--- config.mk ---
export PLATFORM = sky130hd
export DESIGN_NAME = fetch_sequencer
export DESIGN_NICKNAME = d
export VERILOG_FILES = /design/src/rtl/fetch_sequencer.sv
export SDC_FILE = /design/constraint.sdc
export NUM_CORES = 1
export LEC_CHECK = 0
export ABC_AREA = 1
export CAP_MARGIN = 20
export CORE_ASPECT_RATIO = 2
export CORE_MARGIN = 2
export CORE_UTILIZATION = 41
export CTS_BUF_LIST = sky130_fd_sc_hd__clkbuf_16
export DETAILED_ROUTE_END_ITERATION = 8
export HOLD_SLACK_MARGIN = 0.15
export PLACE_DENSITY = 0.75
export REMOVE_ABC_BUFFERS = 1
export SETUP_SLACK_MARGIN = 0.4
export SYNTH_ARGS = -nofsm -noshare
export SYNTH_HDL_FRONTEND = slang
export SYNTH_SLANG_ARGS = --single-unit
--- constraint.sdc ---
create_clock -name clk -period 1.2 [get_ports clk]
set_input_delay 0.18 -clock clk [delete_from_list [all_inputs] [get_ports clk]]
set_output_delay 0.18 -clock clk [all_outputs]
set_load 0.1 [all_outputs]
--- src/rtl/fetch_sequencer.sv ---
`default_nettype none
// ============================================================================
// Module      : fetch_sequencer
// Description : Instruction fetch sequencer. Walks a program counter through
//               a combinational instruction memory, issues instructions over
//               a valid/ready handshake, honours branch redirects and stops
//               on a configurable halt encoding. Counts accepted instructions.
// Revision    : 1.0 - initial release
// ============================================================================
module fetch_sequencer #(
    parameter logic [4:0]  RESET_PC  = 5'd0,
    parameter logic [12:0] HALT_WORD = 13'h0000
) (
    input  logic        clk,
    input  logic        rst_n,
    input  logic        start,
    output logic [4:0]  imem_addr,
    input  logic [12:0] imem_data,
    output logic [12:0] inst_out,
    output logic [4:0]  inst_pc,
    output logic        inst_valid,
    input  logic        inst_ready,
    input  logic        branch_valid,
    input  logic [4:0]  branch_target,
    output logic        halted,
    output logic [7:0]  issue_count
);

    typedef enum logic [1:0] {
        S_IDLE = 2'd0,
        S_RUN  = 2'd1,
        S_HALT = 2'd2
    } state_t;

    localparam logic [7:0] c_COUNT_MAX = 8'hFF;

    state_t      r_state,     w_state_nxt;
    logic [4:0]  r_pc,        w_pc_nxt;
    logic [12:0] r_inst_out,  w_inst_out_nxt;
    logic [4:0]  r_inst_pc,   w_inst_pc_nxt;
    logic        r_inst_valid, w_inst_valid_nxt;
    logic [7:0]  r_count,     w_count_nxt;

    logic        w_accept;
    logic        w_load_slot;

    assign w_accept    = r_inst_valid && inst_ready;
    // A new instruction may be loaded when the output register is empty or draining this cycle.
    assign w_load_slot = !r_inst_valid || inst_ready;

    assign imem_addr   = r_pc;
    assign inst_out    = r_inst_out;
    assign inst_pc     = r_inst_pc;
    assign inst_valid  = r_inst_valid;
    assign halted      = (r_state == S_HALT);
    assign issue_count = r_count;

    // State and datapath registers, cleared asynchronously.
    always_ff @(posedge clk or negedge rst_n) begin
        if (!rst_n) begin
            r_state      <= S_IDLE;
            r_pc         <= RESET_PC;
            r_inst_out   <= 13'd0;
            r_inst_pc    <= 5'd0;
            r_inst_valid <= 1'b0;
            r_count      <= 8'd0;
        end else begin
            r_state      <= w_state_nxt;
            r_pc         <= w_pc_nxt;
            r_inst_out   <= w_inst_out_nxt;
            r_inst_pc    <= w_inst_pc_nxt;
            r_inst_valid <= w_inst_valid_nxt;
            r_count      <= w_count_nxt;
        end
    end

    // Next-state, fetch and issue-count logic.
    always_comb begin
        w_state_nxt      = r_state;
        w_pc_nxt         = r_pc;
        w_inst_out_nxt   = r_inst_out;
        w_inst_pc_nxt    = r_inst_pc;
        w_inst_valid_nxt = r_inst_valid;
        w_count_nxt      = r_count;

        // Accepts always count, including those that coincide with a branch.
        if (w_accept && (r_count != c_COUNT_MAX)) begin
            w_count_nxt = r_count + 8'd1;
        end

        case (r_state)
            S_RUN: begin
                if (branch_valid) begin
                    // Redirect wins: drop any pending instruction, no load this cycle.
                    w_pc_nxt         = branch_target;
                    w_inst_valid_nxt = 1'b0;
                end else if (w_load_slot) begin
                    if (imem_data == HALT_WORD) begin
                        // Halt word is never issued; pc stays pointing at it.
                        w_inst_valid_nxt = 1'b0;
                        w_state_nxt      = S_HALT;
                    end else begin
                        w_inst_out_nxt   = imem_data;
                        w_inst_pc_nxt    = r_pc;
                        w_inst_valid_nxt = 1'b1;
                        w_pc_nxt         = r_pc + 5'd1;
                    end
                end
            end
            default: begin
                // IDLE and HALT only respond to start.
                if (start) begin
                    w_pc_nxt         = RESET_PC;
                    w_count_nxt      = 8'd0;
                    w_inst_valid_nxt = 1'b0;
                    w_state_nxt      = S_RUN;
                end
            end
        endcase
    end

endmodule
`default_nettype wire

==> After elaboration in Yosys (flattened, before gate mapping) <==
Index checks and enable logic that the tools add are counted.
{ "totals": {"elab_cells": 46, "out_inout_bits": 33, "regBits": 34, "in_bits": 23} }
{ "op_classes": {"mux": 18, "n_addsub": 2, "eq_ne": 8, "reduce_logical": 10, "bitwise": 2} }
{ "op_table": {"columns": ["operator", "count"], "rows": [
  ["$mux 5", 5],
  ["$mux 8", 3],
  ["$logic_not 13->1", 1],
  ["$mux 2", 5],
  ["$add 8x1->8 const B", 1],
  ["$ne 8x8->1 const B", 1],
  ["$reduce_and 4->1", 2],
  ["$ne 2x2->1 const B", 3],
  ["$ne 3x3->1 const B", 2],
  ["$add 5x1->5 const B", 1],
  ["$mux 1", 5],
  ["$reduce_and 3->1", 1],
  ["$eq 2x1->1 const B", 1],
  ["$eq 2x2->1 const B", 1],
  ["$logic_and 1x1->1", 2],
  ["$not 1->1", 2],
  ["$reduce_and 2->1", 1],
  ["$reduce_bool 2->1", 1],
  ["$logic_not 1->1", 1],
  ["$logic_or 1x1->1", 1]
]} }

==> Logic depth before layout (Yosys ltp) <==
Gate-level depths: netlist (run 1).
{ "depth": {"word_depth": 5, "ltp_mapped": 8} }

==> Worst setup path after synthesis (run 1) <==
No wires, ideal clock.
{ "synth_timing": {"path_kind": "reg2reg", "start": "register r_count[0], in the netlist issue_count[0]", "end": "register r_count[7], in the netlist issue_count[7]", "period_less_slack_ns": 2.007, "slack_ns": -0.807, "setup_ns": 0.121, "t_arrival_ns": 1.886, "path_buffers": 0, "path_stages_with_launch": 9, "required_time_ns": 1.079, "cell_sequence": "dfrtp_1 -> ha_1 -> nand2_1 -> nor2_2 -> nand2_2 -> nand2_2 -> nor2_1 -> nor2_1 -> nor2_1"} }
{ "synth_between": {"elab_chain_cells": 5, "word_cells_on_any_way": 6, "classes_between": "add/sub (1); eq/ne (1); mux (3); reduce/logical (1)"} }
{ "synth_rtl": {"columns": ["element", "line", "source"], "rows": [
  ["start, declared", "42", "logic [7:0] r_count, w_count_nxt;"],
  ["start signal, assigned", "73", "r_count <= w_count_nxt;"],
  ["parallel branches: the longest is 2 deep, another holds $add 8x1->8", null, null],
  ["$mux 8 (*)", "87", "if (w_accept && (r_count != c_COUNT_MAX)) begin"],
  ["$mux 8", "112", "if (start) begin"],
  ["$mux 8 (*)", "91", "case (r_state)"],
  ["via w_count_nxt[7]", "42", null]
]} }
Mark *: on every way through the listed nets, which the timed path passes.
A chain may end at the register's enable or synchronous reset.

==> Worst setup path in the final report (run 1) <==
{ "layout_timing": {"start": "register r_count[0], in the netlist issue_count[0]", "end": "register r_count[5], in the netlist issue_count[5]"} }
Same word-level chain as after synthesis.

==> flow_summary.ini, run 1 <==
[status]
violations = negative setup slack
status = complete, but fails checks

[die]
rows = 33
core_area_mm2 = 0.00413
die_h_um = 96.8
die_x_um = 50.4
io-pin-count = 56
die-area_mm2 = 0.00488
initial_core_util_pct = 42.8

[setup_path]
r2r-end = issue_count[5]
path_class = reg2reg
endpoint_kind = flop
reg2reg_slack_ns = -0.27
worstPathMaxFanout = 3
worstRegToRegCells = 9
crit_arrival_ns = 1.67
critPathRequiredTime_ns = 1.40
cp-start-kind = flop
r2r-start = issue_count[0]

[placement]
dp.final_hpwl_um = 4050
gp_congestion = 0.880
portBuffers = 55
placed_cell_area_mm2 = 0.00292

[timing]
setup_ws_ns = -0.270
hold_violations = 0
setup_viol = 38
clock-skew-final_ns = 0.00955
maxSlewViolCount = 0
tightest_slew_ns = 0.346
rsz0062_at_grt = true
period_minus_slack_ns = 1.47
fmax_mhz = 680
period_share_pct = 123
slew_headroom_pct = 76.9

[synthesis]
synth_top_area_cell = dfrtp_1
synth.area.top_cells = dfrtp_1 48%, nand2_1 18%, nand3_1 9.1%, nor2_1 5.5%, inv_1 4.5%
ys_warn_count = 0
synthArstFlopShare_pct = 100
synth.yosys.seq_area_share_pct = 48.2
postSynthCellCount = 232
synthesis.area_mm2 = 0.00177
synth_top_area_share_pct = 48.2
synth_edf_count = 0
synth-seq-cells = 34
synthFlopType = dfrtp_1
synth.distinct_cells = 20
avgSynthCellArea_um2 = 7.61

[final_layout]
nNetsFinal = 382
area_growth_pct = 117
utilization_pct = 92.7
layout-drive-gt1-share_pct = 53.4
diodes = 0
final_area_mm2 = 0.00383

[route]
drt_iter0_markers = 139
dr.pass1.iters = 5
post_drt_via_cell_ratio = 6.06
drc_errors = 0
wire_per_inst_um = 23.9
vias = 2485
ant_nets = 0
wirelength_um = 9800

[global_route]
grt_start_max_net_pins = 35
grt_usage_pct = 34.0
overflow = 0
grt_pass1_vias = 2423
grt_first_pass_wirelength_um = 12200
antenna_found_initial = 0

[cts]
htreeDepth = 2
clk_pin_slew_ns = 0.06
cts_buffer_depth = 2
cts_buffers = 5
cts.sinks = 34
cts_tree = done
cts_root_buf = clkbuf_16
clock_latency_ns = 0.29

[run]
max-cap-violations = 0

[power_and_ir_drop]
vdd_drop_max_v = 0.00196
power.density_mw_per_mm2 = 2160
cellLeakagePower_uw = 0.00186

[hold_path]
hold_class = in2async
-- placed cells by master, fill, tap and decap left out, types with 8 or more instances in the layout --
cell type	instances
dlygate4sd2_1	14
nor2_1	19
clkdlybuf4s50_1	8
nand3_1	8
dfrtp_1	32
buf_12	37
inv_1	15
nand2_2	22
nand3_2	20
buf_6	21
buf_4	41
nand2_1	59
-- repair_timing --
item                                    4_1_cts  5_1_grt
hold buffers                                  0        0
setup buffers                                18       15
gates resized for setup                      96       48
cloned                                        3        1
endpoints found under the setup margin       67       67
pin swaps                                    42       26
hold endpoints to repair                      0        0
-- logic make-up (layout without fill, tap and decap cells) --
family / count (synthesis) / in the layout / synth area share [%]
xor gates and xnor gates: 1 / 1 / 0.496
buffers and inverters: 27 / 150 / 7.23
adders and majority gates: 2 / 2 / 1.42
AOI/OAI and AO/OA: 11 / 11 / 3.83
DFF: 34 / 34 / 48.2
and+or+nand+nor: 157 / 160 / 38.8
-- synth_stat cells (3+ instances only) --
cell type   n
nand3_1    32
nand4_1     6
a21oi_1     5
buf_6       3
nand2_1    83
nor2_1     26
o21ai_2     3
dfrtp_1    34
buf_2       3
nand2_2     4
inv_1      21
-- flip-flops by register name (all words and copies together), names as in the netlist --
| name | count |
|---|---|
| imem_addr | 5 |
| inst_out | 13 |
| inst_pc | 5 |
| inst_valid | 1 |
| issue_count | 8 |
| r_state | 2 |
-- power by group --
part / total, µW / switching [µW] / internal, µW / leakage [µW]
registers: 1750 / 340 / 1410 / 0.000422
logic: 5270 / 3260 / 2010 / 0.00137
clock network: 1230 / 479 / 749 / 0.0000724
-- per-stage QoR --
stage          worst slack [ns]  hold WS [ns]  total power, µW  setup TNS (ns)  instances
2_1_floorplan            -0.808        -0.116             4030          -23.68        226
3_3_place_gp             -0.342         0.519             5740           -9.50        365
3_5_place_dp             -0.404         0.529             5810          -10.92        365
4_1_cts                 -0.0796         0.284             7510           -1.00        394
5_1_grt                  -0.334         0.311             8440           -6.30        410
6_report                 -0.270         0.274             8250           -5.46        410
-- worst max-delay path by stage --
stage,startpoint,endpoint,slack [ns],cells past startpoint
CTS,r_state[0],halted,-0.08,3
floorplan,issue_count[0],issue_count[7],-0.81,8
global placement,imem_data[9],inst_pc[3],-0.34,8
finish,issue_count[0],issue_count[5],-0.27,9
detailed placement,imem_data[11],inst_pc[2],-0.40,8
global route,issue_count[3],issue_count[6],-0.33,7
-- per-layer routing --
metal,wire length [µm],track usage (%),up-vias,share of wire (%)
met3,707,5.25,88,7.2
met1,2960,34.1,1176,30
met2,5220,60.4,224,53
met5,0,0,-,0
li1,-,-,997,-
met4,911,24.3,0,9.3
-- cell type report --
class                      count  area (µm²)
tap                           52        65.1
fill                         128         303
sequential                    34         853
inverter                      21        83.8
timing repair buffer         121        1490
multi-input combinational    174        1200
clock buffer                   5         125
clock inverter                 3        12.5
-- critical path, stage by stage, from the launching register on --
cell and delay [ns]:
dfrtp_1 0.42, ha_4 0.19, nand2_4 0.09, nor2_4 0.05, nand2_4 0.11, buf_6 0.12
nand3_2 0.06, nand2_1 0.10, nand2_1 0.08, nor2_1 0.14
No activity file was read; power rests on OpenSTA's default activity.
==> inputs of run 2 (changes only) <==
==> constraint.sdc (replaced) <==
create_clock -name clk -period 1.2 [get_ports clk]
set_input_delay 0.18 -clock clk [delete_from_list [all_inputs] [get_ports clk]]
set_output_delay 0.18 -clock clk [all_outputs]
set_load 0.01 [all_outputs]
==> flow_summary.ini, run 2 (synthesis results as in run 1) <==
[status]
status = complete, but fails checks
violations = negative setup slack

[timing]
clock-skew-final_ns = 0.00759
whs_ns = 0.273
fmax_mhz = 686
maxSlewViolCount = 0
tightest_slew_ns = 0.250
hold_violations = 0
period_share_pct = 121
slew_headroom_pct = 83.4
setup_ws_ns = -0.258
rsz0062_at_grt = true
period_minus_slack_ns = 1.46
setup_viol = 35

[placement]
gp_congestion = 0.834
portBuffers = 55
dp_cells = 364
pre_cts_ws_ns = -0.415
dp.final_hpwl_um = 3660
placed_cell_area_mm2 = 0.00258

[setup_path]
endpoint_kind = flop
cp-start-kind = flop
critPathRequiredTime_ns = 1.36
worstPathMaxFanout = 3
crit_top_cell = nand2_1
reg2reg_slack_ns = -0.26
slowest_stage = dfrtp_1
crit_arrival_ns = 1.62
path_class = reg2reg
critPathMaxStageDelay_ns = 0.40
path_cells = buf_4 -> nand2_1 -> inv_1 -> nand2_1 -> nor2_1 -> nand4_1 -> nand2_1 -> nor2_1

[route]
dr.pass1.iters = 4
vias = 2271
wire_per_inst_um = 18.6
ant_nets = 0
wirelength_um = 7650
drc_errors = 0
drt_iter0_markers = 119
post_drt_via_cell_ratio = 5.53

[cts]
htreeDepth = 2
clock_latency_ns = 0.28
cts_buffers = 5
cts_root_buf = clkbuf_16
cts_tree = done
cts_buffer_depth = 2
cts.sinks = 34
ctsHoldBuffers = 0
clk_pin_slew_ns = 0.06

[final_layout]
mostFrequentLayoutCell = nand2_1
final_area_mm2 = 0.00335
fillers = 236
diodes = 0
ff_latch_area_um2 = 852
final_cells = 411
area_growth_pct = 89.9
largest_reg_flops = 13
layout_common_cells = 64 x nand2_1, 47 x buf_4, 33 x dfrtp_1
multi_input_area_mm2 = 0.00119
nNetsFinal = 383
layout-drive-gt1-share_pct = 51.3

[global_route]
antenna_found_initial = 0
grt_usage_pct = 29.5
overflow = 0
grt_start_max_net_pins = 35
grt_first_pass_wirelength_um = 10700
grt_pass1_vias = 2205

[power_and_ir_drop]
p_sw_share_pct = 35.5
vdd_drop_max_v = 0.00146
power.density_mw_per_mm2 = 1580
switchingPower_uw = 1880
pwr-share-clk_pct = 23.0
p_int_uw = 3410
seqPwrFrac_pct = 30.8
combPwrFrac_pct = 46.2
cellLeakagePower_uw = 0.00172

[die]
die-area_mm2 = 0.00488
die_x_um = 50.4
initial_core_util_pct = 42.8
die_h_um = 96.8
rows = 33
core_area_mm2 = 0.00413
io-pin-count = 56

[hold_path]
hold_class = in2async

[run]
max-cap-violations = 0
==> run 2: changes by cell type in the layout (fill, tap and decap cells not counted), moves of 2 or more <==
cell     delta
buf_2      +27
nand2_4     +2
inv_2       +4
nand2_2     -7
nand3_2     -5
buf_12     -34
nand3_1     +4
nand2_1     +5
inv_4       -2
buf_8       +3
buf_4       +6
inv_1       -2
buf_6       -2
==> run 2: repair_timing <==
| action | 4_1_cts | 5_1_grt |
|---|---|---|
| gates cloned | 4 | 0 |
| pin swaps | 38 | 17 |
| buffers inserted | 18 | 17 |
| setup endpoints to repair | 67 | 67 |
| resized for setup | 222 | 46 |
==> run 2: final cells by class <==
class	instances	area share, %
timing repair buffer	122	30.8
multi-input combinational	174	35.4
sequential	34	25.4
clock buffer	5	3.73
clock inverter	3	0.373
inverter	21	2.35
tap	52	1.94
==> run 2: worst max-delay path, delay by kind of cell, from the launching register on <==
family                 cells  cell delay [ns]
and+or+nand+nor            6             0.64
DFF                        1             0.40
buffers and inverters      2             0.30
==> run 2: per-layer routing <==
metal	global-route usage, %	vias to the layer above	wire [µm]
met5	0	-	0
met4	24.7	0	529
met3	4.17	45	303
li1	-	994	-
met1	28.5	1113	2490
met2	51.8	119	4330
==> run 2: worst paths after layout <==
check                      cells past startpoint             end            from
max in group asynchronous                      2  issue_count[6]           rst_n
setup reg to reg                               8  issue_count[7]  issue_count[3]
min in group clk                               3     inst_out[9]    imem_data[9]
hold reg to reg                                2     inst_out[6]     inst_out[6]
hold / removal                                 2  issue_count[2]           rst_n
setup / recovery                               8  issue_count[7]  issue_count[3]
==> run 2: through the flow <==
stage | setup TNS (ns) | util, % | power (µW)
after global placement | -10.19 | 62.4 | 3260
after CTS | -1.00 | 73.6 | 4760
after global routing | -5.36 | 81.2 | 5510
after floorplan | -5.13 | - | 2270
after detailed placement | -10.74 | 62.4 | 3290
final | -4.10 | 81.2 | 5280
==> run 2: power by group through the flow <==
stage                     logic, µW  clock network (µW)  registers, µW
final                          2440                1210           1630
after CTS                      1970                1200           1590
after detailed placement       1680                   0           1620
after floorplan                 518                   0           1750
after global routing           2600                1260           1640
after global placement         1650                   0           1610
==> inputs of run 3 (changes only) <==
- CORE_MARGIN: 2 -> 4
==> flow_summary.ini, run 3 (synthesis results as in run 1) <==
[power_and_ir_drop]
cellLeakagePower_uw = 0.00173
power.density_mw_per_mm2 = 1540
vdd_drop_max_v = 0.00160

[cts]
clk_pin_slew_ns = 0.05
clock_latency_ns = 0.28
cts.sinks = 34
cts_root_buf = clkbuf_16
cts_buffer_depth = 2
htreeDepth = 2
cts_tree = done
cts_buffers = 5

[setup_path]
path_class = reg2reg
path_cells = inv_2 -> nand2_4 -> nor3_4 -> buf_6 -> nand2_8 -> nand2_1 -> nand2_1
critPathRequiredTime_ns = 1.37
reg2reg_slack_ns = -0.16
endpoint_kind = flop
slowest_stage = dfrtp_1
crit_arrival_ns = 1.53
crit_top_cell = nand2_1
critPathMaxStageDelay_ns = 0.37
worstPathMaxFanout = 6
cp-start-kind = flop

[timing]
rsz0062_at_grt = true
clock-skew-final_ns = 0.00555
period_share_pct = 114
tightest_slew_ns = 0.344
fmax_mhz = 733
setup_ws_ns = -0.164
timing.setup.tns_ns = -3.00
period_minus_slack_ns = 1.36
hold_violations = 0
setup_viol = 30
maxSlewViolCount = 0
slew_headroom_pct = 77.0

[placement]
pre_cts_ws_ns = -0.399
gp_congestion = 0.775
portBuffers = 55
dp.final_hpwl_um = 3700

[final_layout]
diodes = 0
mostFrequentLayoutCell = nand2_1
nNetsFinal = 384
largest_reg_flops = 13
layout-drive-gt1-share_pct = 50.6
area_growth_pct = 88.0
layout_common_cells = 71 x nand2_1, 47 x buf_4, 34 x dfrtp_1

[route]
wirelength_um = 6770
vias = 2153
wire_per_inst_um = 16.4
met3_wirelength_um = 295
dr.pass1.iters = 4
drt_iter0_markers = 47
post_drt_via_cell_ratio = 5.23
highest_layer = met4
drt-met1-wl_um = 2250
ant_nets = 0
wl_met2_um = 3940
drc_errors = 0

[global_route]
antenna_found_initial = 0
grt_usage_pct = 25.3
grt_first_pass_wirelength_um = 9830
grt_start_max_net_pins = 35
grt_pass1_vias = 2123
overflow = 0

[hold_path]
hold_class = in2async

[die]
io-pin-count = 56
initial_core_util_pct = 42.8
die_x_um = 54.4
rows = 33
die-area_mm2 = 0.00548
core_area_mm2 = 0.00413
die_h_um = 101

[run]
max-cap-violations = 0

[status]
violations = negative setup slack
status = complete, but fails checks
==> run 3: cell count changes in the layout (fill, tap and decap cells not counted), sizes merged <==
cell           change
clkbuf             -1
clkdlybuf4s15      +1
dlygate4sd2        +1
==> run 3: path summary, 6_finish.rpt <==
check / start / endpoint / depth (start not counted)
worst min register to register: inst_out[7] / inst_out[7] / 2
worst min-delay path: rst_n / issue_count[1] / 2
min in group clk: imem_data[7] / inst_out[7] / 3
worst max-delay path: r_state[1] / inst_out[0] / 7
worst max register to register: r_state[1] / inst_out[0] / 7
max in group asynchronous: rst_n / imem_addr[0] / 2
==> run 3: through the flow <==
step / hold WS [ns] / cells / utilization (%) / power, µW / area [µm²]
3_3_place_gp: 0.455 / 365 / 62.6 / 3260 / 2580
6_report: 0.277 / 412 / 80.4 / 5100 / 3320
3_5_place_dp: 0.459 / 365 / 62.6 / 3290 / 2580
2_1_floorplan: -0.116 / 226 / - / 2270 / 1720
5_1_grt: 0.290 / 412 / 80.4 / 5370 / 3320
4_1_cts: 0.276 / 401 / 75.8 / 4730 / 3130
==> run 3: repair_timing <==
item / 4_1_cts / 5_1_grt
hold buffers: 0 / 0
buffers inserted: 24 / 11
cloned: 4 / 0
resized for setup: 228 / 32
pin swaps: 49 / 17
endpoints found under the setup margin: 67 / 67
==> run 3: final cells by class <==
| cell class | instances | area (µm²) |
|---|---|---|
| clock buffer | 5 | 125 |
| timing repair buffer | 123 | 1020 |
| clock inverter | 3 | 12.5 |
| inverter | 21 | 78.8 |
| fill | 234 | 811 |
| sequential | 34 | 851 |
| multi-input combinational | 174 | 1160 |
| tap | 52 | 65.1 |
==> run 3: metal layers <==
| layer | up-vias | track usage (%) |
|---|---|---|
| li1 | 1005 | - |
| met1 | 1037 | 23.0 |
| met5 | - | 0 |
| met2 | 86 | 48.2 |
| met4 | 0 | 13.4 |
| met3 | 25 | 4.74 |
==> run 3: worst max-delay path: cells and delay by family (launching register included) <==
kind / cells / cell delay, ns
flops: 1 / 0.37
simple gates: 5 / 0.58
buf+inv: 2 / 0.29
==> run 3: power by group <==
group          internal (µW)  switching, µW  total, µW
clock                    749            461       1210
sequential              1410            201       1610
combinational           1170           1110       2280
